[src/rtl/seg7_scan_mux.sv]
// -----------------------------------------------------------------------------
// seg7_scan_mux
// Multi-digit common-anode 7-segment scan controller.
//   - Picks one of NSRC hex sources.
//   - Snapshots that source once per frame, so a scan never mixes two values.
//   - Scans DIGITS digits, one slot of DIV clk cycles per digit.
//   - Blanks all anodes for the first BLANK cycles of every slot to suppress
//     ghosting.
//
// Optional build macro: SEG_DIM_EN
//   - Adds the 4-bit bright_i input and a free-running 4-bit PWM counter.
//   - The anode is on only while pwm <= bright_i.
//
// Ports:
//   clk           system clock
//   reset         synchronous, active-high reset
//   src_data_i    NSRC sources packed; source k at [k*4*DIGITS +: 4*DIGITS]
//   sel_i         source select; codes >= NSRC select source 0
//   dp_in_i       decimal point request per digit (1 = lit)
//   freeze_i      1 = keep the current snapshot at the frame boundary
//   bright_i      (SEG_DIM_EN only) anode PWM brightness, 15 = full on
//   seg_o         segments gfedcba, active-low, seg_o[0] = a
//   dp_o          decimal point, active-low
//   an_o          anode enables, active-low, at most one bit low
//   frame_tick_o  one-cycle pulse on the first cycle of the digit 0 slot
// -----------------------------------------------------------------------------
module seg7_scan_mux #(
  parameter int DIGITS = 8,
  parameter int NSRC   = 4,
  parameter int DIV    = 100000,
  parameter int BLANK  = 4,
  localparam int SELW  = (NSRC > 1) ? $clog2(NSRC) : 1
) (
  input  logic                     clk,
  input  logic                     reset,
  input  logic [NSRC*4*DIGITS-1:0] src_data_i,
  input  logic [SELW-1:0]          sel_i,
  input  logic [DIGITS-1:0]        dp_in_i,
  input  logic                     freeze_i,
`ifdef SEG_DIM_EN
  input  logic [3:0]               bright_i,
`endif
  output logic [6:0]               seg_o,
  output logic                     dp_o,
  output logic [DIGITS-1:0]        an_o,
  output logic                     frame_tick_o
);

  localparam int SW   = 4 * DIGITS;
  localparam int PCW  = $clog2(DIV);
  localparam int IDXW = $clog2(DIGITS);

  logic [PCW-1:0]    pcnt_q, pcnt_d;
  logic [IDXW-1:0]   idx_q, idx_d;
  logic [SW-1:0]     snap_q;
  logic [DIGITS-1:0] dpsnap_q;
  logic              load_pending_q;
  logic [6:0]        seg_q, seg_d;
  logic              dp_q, dp_d;
  logic [DIGITS-1:0] an_q, an_d;
  logic              frame_tick_q;

  logic              slot_end, last_digit, wrap, load_snap;
  logic              in_blank, an_lit;
  logic [SW-1:0]     src_sel;
  logic [3:0]        cur_nib;
  logic              cur_dp;

  function automatic logic [6:0] hex7(input logic [3:0] v);
    case (v)
      4'h0: hex7 = 7'b1000000;
      4'h1: hex7 = 7'b1111001;
      4'h2: hex7 = 7'b0100100;
      4'h3: hex7 = 7'b0110000;
      4'h4: hex7 = 7'b0011001;
      4'h5: hex7 = 7'b0010010;
      4'h6: hex7 = 7'b0000010;
      4'h7: hex7 = 7'b1111000;
      4'h8: hex7 = 7'b0000000;
      4'h9: hex7 = 7'b0010000;
      4'hA: hex7 = 7'b0001000;
      4'hB: hex7 = 7'b0000011;
      4'hC: hex7 = 7'b1000110;
      4'hD: hex7 = 7'b0100001;
      4'hE: hex7 = 7'b0000110;
      default: hex7 = 7'b0001110;
    endcase
  endfunction

  // Source select; any code with no matching source falls back to source 0.
  always_comb begin
    src_sel = src_data_i[SW-1:0];
    for (int k = 1; k < NSRC; k++) begin
      if (sel_i == SELW'(k)) src_sel = src_data_i[k*SW +: SW];
    end
  end

  // Slot / digit sequencing.
  assign slot_end   = (pcnt_q == PCW'(DIV - 1));
  assign last_digit = (idx_q == IDXW'(DIGITS - 1));
  assign wrap       = slot_end & last_digit;
  assign pcnt_d     = slot_end ? '0 : pcnt_q + 1'b1;
  assign idx_d      = !slot_end ? idx_q : (last_digit ? '0 : idx_q + 1'b1);

  // The first cycle out of reset loads regardless of freeze so the display
  // is valid from the first slot instead of after a whole frame.
  assign load_snap  = load_pending_q | (wrap & ~freeze_i);

  generate
    if (BLANK > 0) begin : g_blank
      assign in_blank = (pcnt_q < PCW'(BLANK));
    end else begin : g_no_blank
      assign in_blank = 1'b0;
    end
  endgenerate

`ifdef SEG_DIM_EN
  logic [3:0] pwm_q;

  always_ff @(posedge clk) begin
    if (reset) pwm_q <= '0;
    else       pwm_q <= pwm_q + 4'd1;
  end

  // PWM gates only the anode; segments and dp keep their value.
  assign an_lit = ~in_blank & (pwm_q <= bright_i);
`else
  assign an_lit = ~in_blank;
`endif

  // Current digit's nibble and decimal point from the snapshot.
  always_comb begin
    cur_nib = '0;
    cur_dp  = 1'b0;
    for (int d = 0; d < DIGITS; d++) begin
      if (idx_q == IDXW'(d)) begin
        cur_nib = snap_q[d*4 +: 4];
        cur_dp  = dpsnap_q[d];
      end
    end
  end

  genvar gi;
  generate
    for (gi = 0; gi < DIGITS; gi++) begin : g_an
      assign an_d[gi] = ~(an_lit & (idx_q == IDXW'(gi)));
    end
  endgenerate

  assign seg_d = in_blank ? 7'b1111111 : hex7(cur_nib);
  assign dp_d  = in_blank ? 1'b1 : ~cur_dp;

  always_ff @(posedge clk) begin
    if (reset) begin
      pcnt_q         <= '0;
      idx_q          <= '0;
      snap_q         <= '0;
      dpsnap_q       <= '0;
      load_pending_q <= 1'b1;
      seg_q          <= 7'b1111111;
      dp_q           <= 1'b1;
      an_q           <= '1;
      frame_tick_q   <= 1'b0;
    end else begin
      pcnt_q         <= pcnt_d;
      idx_q          <= idx_d;
      load_pending_q <= 1'b0;
      if (load_snap) begin
        snap_q   <= src_sel;
        dpsnap_q <= dp_in_i;
      end
      seg_q        <= seg_d;
      dp_q         <= dp_d;
      an_q         <= an_d;
      frame_tick_q <= wrap;
    end
  end

  assign seg_o        = seg_q;
  assign dp_o         = dp_q;
  assign an_o         = an_q;
  assign frame_tick_o = frame_tick_q;

endmodule

[config.mk]
export PLATFORM = sky130hd
export DESIGN_NAME = seg7_scan_mux
export DESIGN_NICKNAME = d
export VERILOG_FILES = /design/src/rtl/seg7_scan_mux.sv
export SDC_FILE = /design/constraint.sdc
export NUM_CORES = 1
export LEC_CHECK = 0
export BUFFER_PORTS_ARGS = -buffer_cell sky130_fd_sc_hd__buf_4
export CAP_MARGIN = 40
export CORE_AREA = 2 2 93 95
export CTS_CLUSTER_DIAMETER = 30
export DETAILED_ROUTE_END_ITERATION = 6
export DIE_AREA = 0 0 95 97
export GPL_ROUTABILITY_DRIVEN = 0
export PLACE_DENSITY = 0.89
export SYNTH_ARGS = -nofsm -noshare
export SYNTH_HDL_FRONTEND = slang
export SYNTH_SLANG_ARGS = --single-unit
[constraint.sdc]
create_clock -name clk -period 5.1 [get_ports clk]
set_input_delay 1.275 -clock clk [delete_from_list [all_inputs] [get_ports clk]]
set_output_delay 1.275 -clock clk [all_outputs]
set_load 0.02 [all_outputs]
# Yosys cells after proc, flatten, opt, wreduce, memory -nomap -nowiden
# Memories as Yosys holds them, arrays and structs flattened. A register that Yosys moved wholly into a read port is not among the register bits.
# Index checks and enable logic that the tools add are counted.
[classes]
addsub = 2
mul = 0
div_mod_pow = 0
n_lt_le_gt_ge = 1
eq_ne = 11
n_shift = 0
n_mux = 21
n_bitwise = 22
n_reduce_logical = 3
[op_table]
columns = ["op", "n"]
rows = [
  ["two-way mux 32 bit", 3],
  ["two-way mux 4 bit", 8],
  ["adder 17 x 1 -> 17 bit (second input constant)", 1],
  ["equality test 17 bit (second input constant)", 1],
  ["less-than comparator 17 x 3 -> 1 bit (second input constant)", 1],
  ["equality test 3 bit (second input constant)", 4],
  ["inverter 1 bit", 11],
  ["AND 1 bit", 10],
  ["two-way mux 1 bit", 9],
  ["equality test 3 x 2 -> 1 bit (second input constant)", 2],
  ["equality test 2 bit (second input constant)", 2],
  ["OR reduction 2 bit", 2],
  ["adder 3 x 1 -> 3 bit (second input constant)", 1],
  ["equality test 3 x 1 -> 1 bit (second input constant)", 1],
  ["logical NOT 3 bit", 1],
  ["two-way mux 3 bit", 1],
  ["equality test 2 x 1 -> 1 bit (second input constant)", 1],
  ["OR 1 bit", 1],
]
[word_totals]
reg_bits = 71
latch_bits = 0
ramBits = 0
rom_bits = 112
input_bits = 141
output_inout_bits = 17
word_cells = 69
memories = 1
[memory_table]
columns = ["memory", "words", "width", "read_ports", "rd_ports_with_merged_regs", "wr", "line_no", "text"]
rows = [
  ["(name not given)", 16, 7, 1, 1, 0, "70", "case (v)"],
]

# Logic depth before layout (Yosys ltp)
# Gate-level depths: netlist (run 1).
[logic_depth]
depth_word = 10
mapped_depth = 14
mapped_depth_nobuf = 12

# Worst setup path after synthesis (run 1)
# OpenSTA, ideal clock, no wires.
[synth_timing]
path_kind = "input port to flip-flop"
from = "input sel_i[0]"
to = "register snap_q[10]"
setup_time_ps = 139
arrival_ps = 2653
required_ps = 4961
setup_slack_ps = 2308
cell_stages = 5
path_buffers = 2
cell_sequence = "buf_2 clkbuf_1 mux4_2 nand2_2 a21oi_2"
[synth_via]
elab_chain_cells = 4
word_cells_on_any_way = 6
classes_between = "eq/ne (3); mux (3)"
[synth_lines]
columns = ["item", "line_no", "text"]
rows = [
  ["from (decl)", "37", "input logic [SELW-1:0] sel_i,"],
  ["equality test 2 x 1 -> 1 bit", "94", "if (sel_i == SELW'(k)) src_sel = src_data_i[k*SW +: SW];"],
  ["two-way mux 32 bit (2 in series)", "94", ""],
  ["two-way mux 32 bit *", "94", ""],
  ["to (signal assigned)", "169", "snap_q <= src_sel;"],
  ["to (decl)", "55", "logic [SW-1:0] snap_q;"],
]
# Every way passes the cells marked *; elsewhere a longest branch is shown, timed or not.
# A chain may end at the register's enable or synchronous reset.

# Worst setup path in the final report (run 1)
[layout_timing]
from = "register idx_q[2]"
to = "register seg_q[3] (netlist: seg_o[3])"
[layout_via]
elab_chain_cells = 9
word_cells_on_any_way = 16
classes_between = "eq/ne (7); mux (8); reduce/logical (1)"
[layout_lines]
columns = ["item", "line_no", "text"]
rows = [
  ["from (decl)", "54", "logic [IDXW-1:0] idx_q, idx_d;"],
  ["from (signal assigned)", "166", "idx_q <= idx_d;"],
  ["logical NOT 3 bit", "136", "if (idx_q == IDXW'(d)) begin"],
  ["two-way mux 4 bit (7 in series)", "136", ""],
  ["two-way mux 4 bit *", "136", ""],
  ["to (decl)", "58", "logic [6:0] seg_q, seg_d;"],
]
# Marked as above.

==> results of run 1 <==
logic make-up after synthesis:
| logic type | share of synthesized area |
|---|---|
| flip-flops | 0.3605 |
| XOR/XNOR | 0.02831 |
| multiplexers | 0.1756 |
| AO/OA/AOI/OAI | 0.1516 |
| buffers and inverters | 0.05488 |
| adder cells (fa/ha/maj) | 0.03755 |
| AND/OR/NAND/NOR | 0.1915 |
layout by cell type (no fill, tap or decap), types with 2 or more instances in the layout:
cell type	Yosys	final
xor2_1	12	12
clkbuf_8	0	10
o21a_1	3	3
o221ai_1	5	5
a21o_1	2	2
bufinv_16	0	2
ha_1	13	13
a211oi_1	2	2
mux2i_1	4	4
buf_4	3	159
xnor2_1	2	2
dfxtp_1	78	78
and3b_1	2	2
nor3_1	2	2
a21oi_2	10	10
a311oi_1	4	4
nand3b_1	4	4
inv_1	13	13
nand2_2	10	10
nand2_1	101	101
nor4_1	2	2
nor2_1	24	24
mux4_2	32	32
o21ai_0	13	13
o211ai_1	4	4
nand3_1	13	13
or3_1	2	2
nor2b_1	4	4
a2111oi_0	2	2
and4_1	4	4
or2_2	2	2
nand4_1	4	4
a21oi_1	45	45
a221oi_1	2	2
a31oi_1	3	2
nand2b_1	4	4
where the power goes:
part | internal, mW | total, mW | leakage [nW] | switching (mW)
clock network | 0.290 | 0.526 | 0.110 | 0.236
logic | 0.141 | 0.236 | 1.57 | 0.0952
registers | 0.635 | 0.653 | 0.638 | 0.0180
total | 1.07 | 1.41 | 2.31 | 0.349
state kept, by name (all words and copies together), names as in the netlist:
signal          cells
load_pending_q      1
pcnt_q             17
seg_o               7
an_o                8
frame_tick_o        1
snap_q             32
dp_o                1
dpsnap_q            8
idx_q               3
final timing paths:
kind | end | start | cells past startpoint | slack [ns]
max | seg_o[3] | idx_q[2] | 11 | 1.70
max reg2reg | seg_o[3] | idx_q[2] | 11 | 1.70
min | snap_q[27] | snap_q[27] | 2 | 0.46
min reg2reg | snap_q[27] | snap_q[27] | 2 | 0.46
stage by stage:
step | hold slack, ns | area (sq um) | utilization
4_1_cts | 0.4592 | 5697 | 0.7004
2_1_floorplan | 0.4275 | 4332 | -
6_report | 0.4613 | 5697 | 0.7004
3_3_place_gp | 0.4412 | 5466 | 0.6721
3_5_place_dp | 0.4487 | 5474 | 0.6730
5_1_grt | 0.4732 | 5697 | 0.7004
per-layer routing:
layer	track usage	vias up	wire [um]
met5	0	-	0
met4	0.07358	0	210
met2	0.4594	211	6230
li1	-	1945	-
met3	0.05919	23	772
met1	0.3061	1934	4479
area by class of cell:
class | count | area, sq um
clock buffer | 11 | 141.4
inverter | 13 | 48.80
multi-input combinational | 345 | 2539
clock inverter | 5 | 81.33
tap | 105 | 131.4
fill | 607 | 2437
sequential | 78 | 1562
timing repair buffer | 159 | 1194
tightest hold or removal path, stage by stage, from the launching register on:
cell	delay, ns
dfxtp_1	0.32
nand2_1	0.05
a21oi_1	0.05
==> out/results.ini, run 1 <==
[placement]
place_inst=700
hpwl_um=9155
place_ws_ns=1.827
place.port_buffers=157

[logic_synthesis]
ys.flop_type=dfxtp_1
synth_top_cell_by_area=dfxtp_1
synth.yosys.seq_area_share=0.3605
synth.distinct_cells=46
yosys_warnings=0
synth_area_leaders=dfxtp_1 36%, mux4_2 17%, nand2_1 8.8%
yosys-top-cells-count=101 x nand2_1, 78 x dfxtp_1, 45 x a21oi_1, 32 x mux4_2, 24 x nor2_1
yosysTopAreaCellShare=0.3605
synth-seq-cells=78
synth_most_common_cell=nand2_1
syn_inst=471
avgSynthCellArea_sq_um=9.197
async_reset_ff_frac=0
synthesis.area_sq_um=4332
syn_nets=625
synth_edf_count=0

[finish]
syn_to_final_growth_pct=31.51
final_cells=716
diodes=0
drive_above_1_share=0.3781
nets=760

[worst_setup_path]
cp-end-kind=flip-flop
arrival_ns=3.64
required_ns=5.34
worst-path-buf-inv=3
critPathMaxStageDelay_ns=0.71
path_delay_family=compound AO/OA/AOI/OAI gates
cpMostUsedCell=inv_1
crit_type=flip-flop to flip-flop
cpMaxStageDelayCell=dfxtp_1
crit_fanout=19
crit_chain=inv_1 -> ha_1 -> nor2_1 -> a311oi_1 -> o21ai_0 -> inv_1 -> ha_1 -> inv_1 -> nor3_1 -> a2111oi_0 -> nor2_1
critPathLaunchType=flip-flop

[route]
first_pass_iters=7
postRouteAntennaNets=0
vias_per_cell=5.744
drc=0
avgRoutedWirePerCell_um=16.33
drt_wl_total_um=11690
drt-initial-drc-count=245
num_vias=4113

[clocking]
cts_hold_buf=0
numCtsBuffers=9
cts_sinks=78
insertion_delay_ns=0.36
htreeDepth=3
clk_pin_slew_ns=0.08
post_cts_buffers=0
clk_path_buf_depth=2
root_buffer=clkbuf_8
cts_tree=done
post_cts_resized=0

[global_route]
grt_max_degree=48
grt_usage=0.2581
antenna_found_initial=0
grt_pass1_vias=4076
gr-total-overflow=0
grt_pass1_wl_um=18660

[run]
cap_violations=0

[die]
dieArea_sq_um=9215
initial_core_util=0.5325
die_y_um=97
row_count=33
num_io_pins=158
die_x_um=95
core_sq_um=8134

[sta]
fin_ws_ns=1.701
tns_ns=0
slew_headroom=0.5159
fin_crit_sh=0.6664
rsz0062_at_grt=false
slew_violations=0
max_slew.worst_pin.slew_ns=0.7185
hold_viol=0
period_needed_ns=3.399
fmax_ghz=0.2942
fin_skew_ns=0.01204
finalSetupViolCount=0

[power_and_ir_drop]
powerDensity_nw_per_um2=248.3
p_leak_nw=2.315
peakVddDrop_mv=0.1399
p_total_mw=1.415

[min_path]
hold_path_class=flip-flop to flip-flop

[status]
status=finished, final reports clean

Power figures use the tool's default switching activity.
==> inputs of run 2 (changes only) <==
--- a/config.mk
+++ b/config.mk
@@ -7,12 +7,12 @@
 export LEC_CHECK = 0
 export BUFFER_PORTS_ARGS = -buffer_cell sky130_fd_sc_hd__buf_4
 export CAP_MARGIN = 40
-export CORE_AREA = 2 2 93 95
+export CORE_AREA = 2 2 97 99
 export CTS_CLUSTER_DIAMETER = 30
 export DETAILED_ROUTE_END_ITERATION = 6
-export DIE_AREA = 0 0 95 97
+export DIE_AREA = 0 0 99 101
 export GPL_ROUTABILITY_DRIVEN = 0
-export PLACE_DENSITY = 0.89
+export PLACE_DENSITY = 0.83
 export SYNTH_ARGS = -nofsm -noshare
 export SYNTH_HDL_FRONTEND = slang
 export SYNTH_SLANG_ARGS = --single-unit
==> constraint.sdc (replaced) <==
create_clock -name clk -period 3.38 [get_ports clk]
set_input_delay 0.845 -clock clk [delete_from_list [all_inputs] [get_ports clk]]
set_output_delay 0.845 -clock clk [all_outputs]
set_load 0.02 [all_outputs]
==> out/results.ini, run 2 (synthesized netlist as in run 1, its figures left out) <==
[global_route]
grt_max_degree=48  ; unchanged
antenna_found_initial=0  ; unchanged
grt_pass1_wl_um=17910  ; was 18660 um
gr-total-overflow=0  ; unchanged
grt_usage=0.2207  ; was 0.2581
grt_pass1_vias=3853  ; was 4076

[sta]
hold_viol=0  ; unchanged
rsz0062_at_grt=false  ; unchanged
fmax_ghz=0.3205  ; was 0.2942 GHz
max_slew.worst_pin.slew_ns=0.7219  ; was 0.7185 ns
finalSetupViolCount=0  ; unchanged
fin_skew_ns=0.006870  ; was 0.01204 ns
slew_violations=0  ; unchanged
tns_ns=0  ; unchanged
period_needed_ns=3.120  ; was 3.399 ns
fin_crit_sh=0.9231  ; was 0.6664
slew_headroom=0.5136  ; was 0.5159

[placement]
hpwl_um=8544  ; was 9155 um
place.port_buffers=157  ; unchanged
place_inst=709  ; was 700

[worst_setup_path]
cp-end-kind=flip-flop  ; unchanged
critPathMaxStageDelay_ns=0.61  ; was 0.71 ns
critPathLaunchType=flip-flop  ; unchanged
cp.depth=10  ; was 11
crit_chain=ha_1 -> ha_1 -> nand2_1 -> a221oi_1 -> a311oi_1 -> o21ai_0 -> inv_1 -> ha_1 -> o2111a_1 -> nor2_1  ; was inv_1 -> ha_1 -> nor2_1 -> a311oi_1 -> o21ai_0 -> inv_1 -> ha_1 -> inv_1 -> nor3_1 -> a2111oi_0 -> nor2_1
cpMostUsedCell=ha_1  ; was inv_1
arrival_ns=3.41  ; was 3.64 ns
path_delay_family=compound AO/OA/AOI/OAI gates  ; unchanged
required_ns=3.67  ; was 5.34 ns
worst-path-buf-inv=1  ; was 3
cpMaxStageDelayCell=o21ai_0  ; was dfxtp_1
crit_type=flip-flop to flip-flop  ; unchanged
r2r_cells=10  ; was 11
crit_fanout=13  ; was 19

[power_and_ir_drop]
p_leak_nw=2.316  ; was 2.315 nW
peakVddDrop_mv=0.1868  ; was 0.1399 mV
powerDensity_nw_per_um2=355.8  ; was 248.3 nW/um^2

[run]
cap_violations=0  ; unchanged

[route]
first_pass_iters=4  ; was 7
avgRoutedWirePerCell_um=15.34  ; was 16.33 um
drt_wl_total_um=11100  ; was 11690 um
drc=0  ; unchanged
postRouteAntennaNets=0  ; unchanged
vias_per_cell=5.532  ; was 5.744
num_vias=4005  ; was 4113
drt-initial-drc-count=142  ; was 245

[finish]
syn_to_final_growth_pct=31.63  ; was 31.51%
final_cells=724  ; was 716
mostFrequentLayoutCell=buf_4  ; unchanged
drive_above_1_share=0.3801  ; was 0.3781
diodes=0  ; unchanged
reg_top3=snap_q (32), pcnt_q (17)  ; unchanged
largest_register=snap_q  ; unchanged
nets=763  ; was 760
final_cell_mix=162 x buf_4, 101 x nand2_1, 78 x dfxtp_1  ; was 159 x buf_4, 101 x nand2_1, 78 x dfxtp_1
largest_register_ffs=32  ; unchanged

[clocking]
post_cts_buffers=0  ; unchanged
clk_path_buf_depth=2  ; unchanged
insertion_delay_ns=0.35  ; was 0.36 ns
cts_tree=done  ; unchanged
clk_pin_slew_ns=0.08  ; about the same
root_buffer=clkbuf_8  ; unchanged
numCtsBuffers=9  ; unchanged
cts_sinks=78  ; unchanged
htreeDepth=3  ; unchanged

[die]
num_io_pins=158  ; unchanged
dieArea_sq_um=9999  ; was 9215 sq um
die_y_um=101  ; was 97 um
core_sq_um=8977  ; was 8134 sq um
die_x_um=99  ; was 95 um
initial_core_util=0.4825  ; was 0.5325
row_count=35  ; was 33

[status]
status=finished, final reports clean  ; unchanged

[min_path]
hold_path_class=flip-flop to flip-flop  ; unchanged
hold_path_depth=2  ; unchanged

[run 2: cell count changes in the layout (fill, tap and decap cells not counted)]
cell / change
a31oi_4: +1
o21ai_0: -1
a31oi_2: -1
clkinv_2: +1
bufinv_16: -1
o21ai_1: +1
inv_6: -1
buf_4: +3
[run 2: worst paths after layout]
check,end,slack (ns),from
worst max-delay path,seg_o[3],0.26,idx_q[1]
worst min-delay path,snap_q[8],0.46,snap_q[8]
worst max register to register,seg_o[3],0.26,idx_q[1]
worst min register to register,snap_q[8],0.46,snap_q[8]
[run 2: stage by stage]
step | hold WS, ns | total power [mW] | util | worst slack (ns) | cell area [sq um]
detailed placement | 0.4503 | 1.364 | 0.6141 | 0.2446 | 5513
global placement | 0.4402 | 1.353 | 0.6141 | 0.4898 | 5513
CTS | 0.4612 | 2.041 | 0.6351 | 0.1695 | 5702
global route | 0.4775 | 2.112 | 0.6351 | 0.04957 | 5702
floorplan | 0.4275 | 1.198 | - | 0.6941 | 4332
finish | 0.4593 | 2.029 | 0.6351 | 0.2601 | 5702
[run 2: area by class of cell]
cell class | count | area [sq um]
multi-input combinational | 345 | 2547
timing repair buffer | 162 | 1216
clock inverter | 4 | 47.55
clock buffer | 11 | 141.4
fill | 732 | 3276
inverter | 13 | 48.80
tap | 111 | 138.9
sequential | 78 | 1562
[run 2: power breakdown]
group / switching, mW / internal, mW / total [mW]
clock network: 0.331 / 0.355 / 0.686
logic: 0.146 / 0.213 / 0.359
registers: 0.0264 / 0.957 / 0.984
total: 0.503 / 1.53 / 2.03
[run 2: what timing repair did]
action,4_1_cts,5_1_grt
hold buffers,0,0
endpoints found under the setup margin,0,1
gates resized for setup,0,1
[run 2: metal layers]
layer,share of wire,track usage
met1,0.41,0.2794
met3,0.063,0.06449
met2,0.51,0.3721
met5,0,0
met4,0.018,0.05479
[run 2: tightest hold or removal path, delay by kind of cell, from the launching register on]
kind | cells | cell delay, ns
compound gates | 1 | 0.04
flops | 1 | 0.31
simple gates | 1 | 0.06
==> inputs of run 3 (changes only) <==
--- a/config.mk
+++ b/config.mk
@@ -7,12 +7,12 @@
 export LEC_CHECK = 0
 export BUFFER_PORTS_ARGS = -buffer_cell sky130_fd_sc_hd__buf_4
 export CAP_MARGIN = 40
-export CORE_AREA = 2 2 97 99
+export CORE_AREA = 2 2 102 104
 export CTS_CLUSTER_DIAMETER = 30
 export DETAILED_ROUTE_END_ITERATION = 6
-export DIE_AREA = 0 0 99 101
+export DIE_AREA = 0 0 104 106
 export GPL_ROUTABILITY_DRIVEN = 0
-export PLACE_DENSITY = 0.83
+export PLACE_DENSITY = 0.76
 export SYNTH_ARGS = -nofsm -noshare
 export SYNTH_HDL_FRONTEND = slang
 export SYNTH_SLANG_ARGS = --single-unit
==> out/results.ini, run 3 (synthesized netlist as in run 1, its figures left out) <==
[status]
status=finished, final reports clean  ; unchanged

[route]
vias_per_cell=5.403  ; was 5.532
first_pass_iters=4  ; unchanged
drt-initial-drc-count=181  ; was 142
drt_wl_total_um=11270  ; was 11100 um
drc=0  ; unchanged
avgRoutedWirePerCell_um=15.09  ; was 15.34 um
postRouteAntennaNets=0  ; unchanged
num_vias=4036  ; was 4005

[worst_setup_path]
cpMaxStageDelayCell=ha_1  ; was o21ai_0
r2r_slack_ns=0.37  ; was 0.26 ns
cp-end-kind=flip-flop  ; unchanged
r2r_cells=12  ; was 10
crit_fanout=13  ; unchanged
required_ns=3.61  ; was 3.67 ns
r2r-end=seg_o[3]  ; unchanged
reg2reg_from=idx_q[1]  ; unchanged
cpMostUsedCell=ha_1  ; unchanged
crit_type=flip-flop to flip-flop  ; unchanged
critPathLaunchType=flip-flop  ; unchanged
crit_chain=ha_1 -> ha_1 -> nand2_1 -> a221oi_1 -> a311oi_1 -> o21ai_1 -> inv_1 -> ha_1 -> inv_1 -> nor3_1 -> a2111oi_0 -> nor2_1  ; was ha_1 -> ha_1 -> nand2_1 -> a221oi_1 -> a311oi_1 -> o21ai_0 -> inv_1 -> ha_1 -> o2111a_1 -> nor2_1
critPathMaxStageDelay_ns=0.44  ; was 0.61 ns
arrival_ns=3.24  ; was 3.41 ns

[global_route]
grt_pass1_vias=4070  ; was 3853
antenna_found_initial=0  ; unchanged
gr-total-overflow=0  ; unchanged
grt_max_degree=48  ; unchanged
grt_usage=0.2077  ; was 0.2207
grt_pass1_wl_um=18900  ; was 17910 um

[power_and_ir_drop]
p_total_mw=2.090  ; was 2.029 mW
p_leak_nw=2.320  ; was 2.316 nW
peakVddDrop_mv=0.2174  ; was 0.1868 mV
powerDensity_nw_per_um2=363.5  ; was 355.8 nW/um^2

[placement]
place.port_buffers=157  ; unchanged
place_inst=733  ; was 709
hpwl_um=8674  ; was 8544 um
placed_area_sq_um=5537  ; was 5513 sq um
place_ws_ns=0.1831  ; was 0.2446 ns

[finish]
final_cell_mix=161 x buf_4, 101 x nand2_1, 78 x dfxtp_1  ; was 162 x buf_4, 101 x nand2_1, 78 x dfxtp_1
multiInputGateArea_sq_um=2550  ; was 2547 sq um
final_cells=747  ; was 724
diodes=0  ; unchanged
largest_register_ffs=32  ; unchanged
reg_top3=snap_q (32), pcnt_q (17)  ; unchanged
utilization=0.5750  ; was 0.6351
syn_to_final_growth_pct=32.73  ; was 31.63%
fin_area_sq_um=5749  ; was 5702 sq um
nets=762  ; was 763
drive_above_1_share=0.3813  ; was 0.3801
fillers=933  ; was 732
regArea_sq_um=1562  ; unchanged
largest_register=snap_q  ; unchanged
mostFrequentLayoutCell=buf_4  ; unchanged

[clocking]
clk_pin_slew_ns=0.08  ; about the same
clk_path_buf_depth=2  ; unchanged
numCtsBuffers=9  ; unchanged
cts_tree=done  ; unchanged
cts_sinks=78  ; unchanged
htreeDepth=3  ; unchanged
insertion_delay_ns=0.34  ; was 0.35 ns
root_buffer=clkbuf_8  ; unchanged

[die]
die_x_um=104  ; was 99 um
core_sq_um=10000  ; was 8977 sq um
die_y_um=106  ; was 101 um
initial_core_util=0.4332  ; was 0.4825
dieArea_sq_um=11020  ; was 9999 sq um
num_io_pins=158  ; unchanged
row_count=37  ; was 35

[min_path]
hold_path_class=flip-flop to flip-flop  ; unchanged
min_delay_worst_endpoint=snap_q[0]  ; was snap_q[8]
hold_path_depth=2  ; unchanged
min_from=snap_q[0]  ; was snap_q[8]

[run]
cap_violations=0  ; unchanged

[sta]
slew_headroom=0.5593  ; was 0.5136
slew_violations=0  ; unchanged
period_needed_ns=3.007  ; was 3.120 ns
holdWs_ns=0.4577  ; was 0.4593 ns
fin_skew_ns=0.008471  ; was 0.006870 ns
fin_ws_ns=0.3734  ; was 0.2601 ns
tns_ns=0  ; unchanged
max_slew.worst_pin.slew_ns=0.6611  ; was 0.7219 ns
hold_viol=0  ; unchanged
rsz0062_at_grt=false  ; unchanged
fin_crit_sh=0.8895  ; was 0.9231
finalSetupViolCount=0  ; unchanged
fmax_ghz=0.3326  ; was 0.3205 GHz

==> run 3: cell types whose count changed in the layout (fill, tap and decap cells not counted), sizes merged <==
cell and change:
buf -1, bufinv +1, clkbuf -1, clkinv -1
==> run 3: report_power, final <==
| part | leakage (nW) | total (mW) | internal, mW | switching [mW] |
|---|---|---|---|---|
| sequential | 0.638 | 0.984 | 0.958 | 0.0261 |
| clock | 0.104 | 0.747 | 0.427 | 0.320 |
| combinational | 1.58 | 0.359 | 0.213 | 0.146 |
==> run 3: worst max-delay path by stage <==
stage,startpoint,cells past startpoint,endpoint,slack [ns]
6_report,idx_q[1],12,seg_o[3],0.37
5_1_grt,idx_q[1],12,seg_o[3],0.009
4_1_cts,idx_q[0],12,seg_o[3],0.08
3_5_place_dp,idx_q[0],12,seg_o[3],0.18
3_3_place_gp,idx_q[0],12,seg_o[3],0.40
2_1_floorplan,idx_q[2],14,seg_o[3],0.69
==> run 3: cell type report <==
cell class                      count  area share
Timing Repair Buffer              161      0.2102
Sequential cell                    78      0.2716
Inverter                           13    0.008487
Clock inverter                      4     0.01262
Tap cell                          136     0.02960
Multi-Input combinational cell    345      0.4435
Clock buffer                       10     0.02394
==> run 3: critical path, delay by kind of cell (launching register included) <==
kind	cells	cell delay, ns
buffers and inverters	2	0.28
flip-flops	1	0.38
AND/OR/NAND/NOR	3	0.24
AO/OA/AOI/OAI	4	1.12
adder cells (fa/ha/maj)	3	0.88
==> run 3: layer usage <==
layer  GRT usage  up-vias  share of wire
li1            -     1953              -
met1      0.2534     1923           0.41
met3     0.05028       20          0.057
met5           0        -              0
met2      0.3670      140           0.52
met4     0.05695        0          0.013
==> run 3: timing repair <==
| action | 4_1_cts | 5_1_grt |
|---|---|---|
| setup buffers | 0 | 0 |
| resized for setup | 0 | 3 |
| setup endpoints to repair | 0 | 3 |
| hold buffers | 0 | 0 |
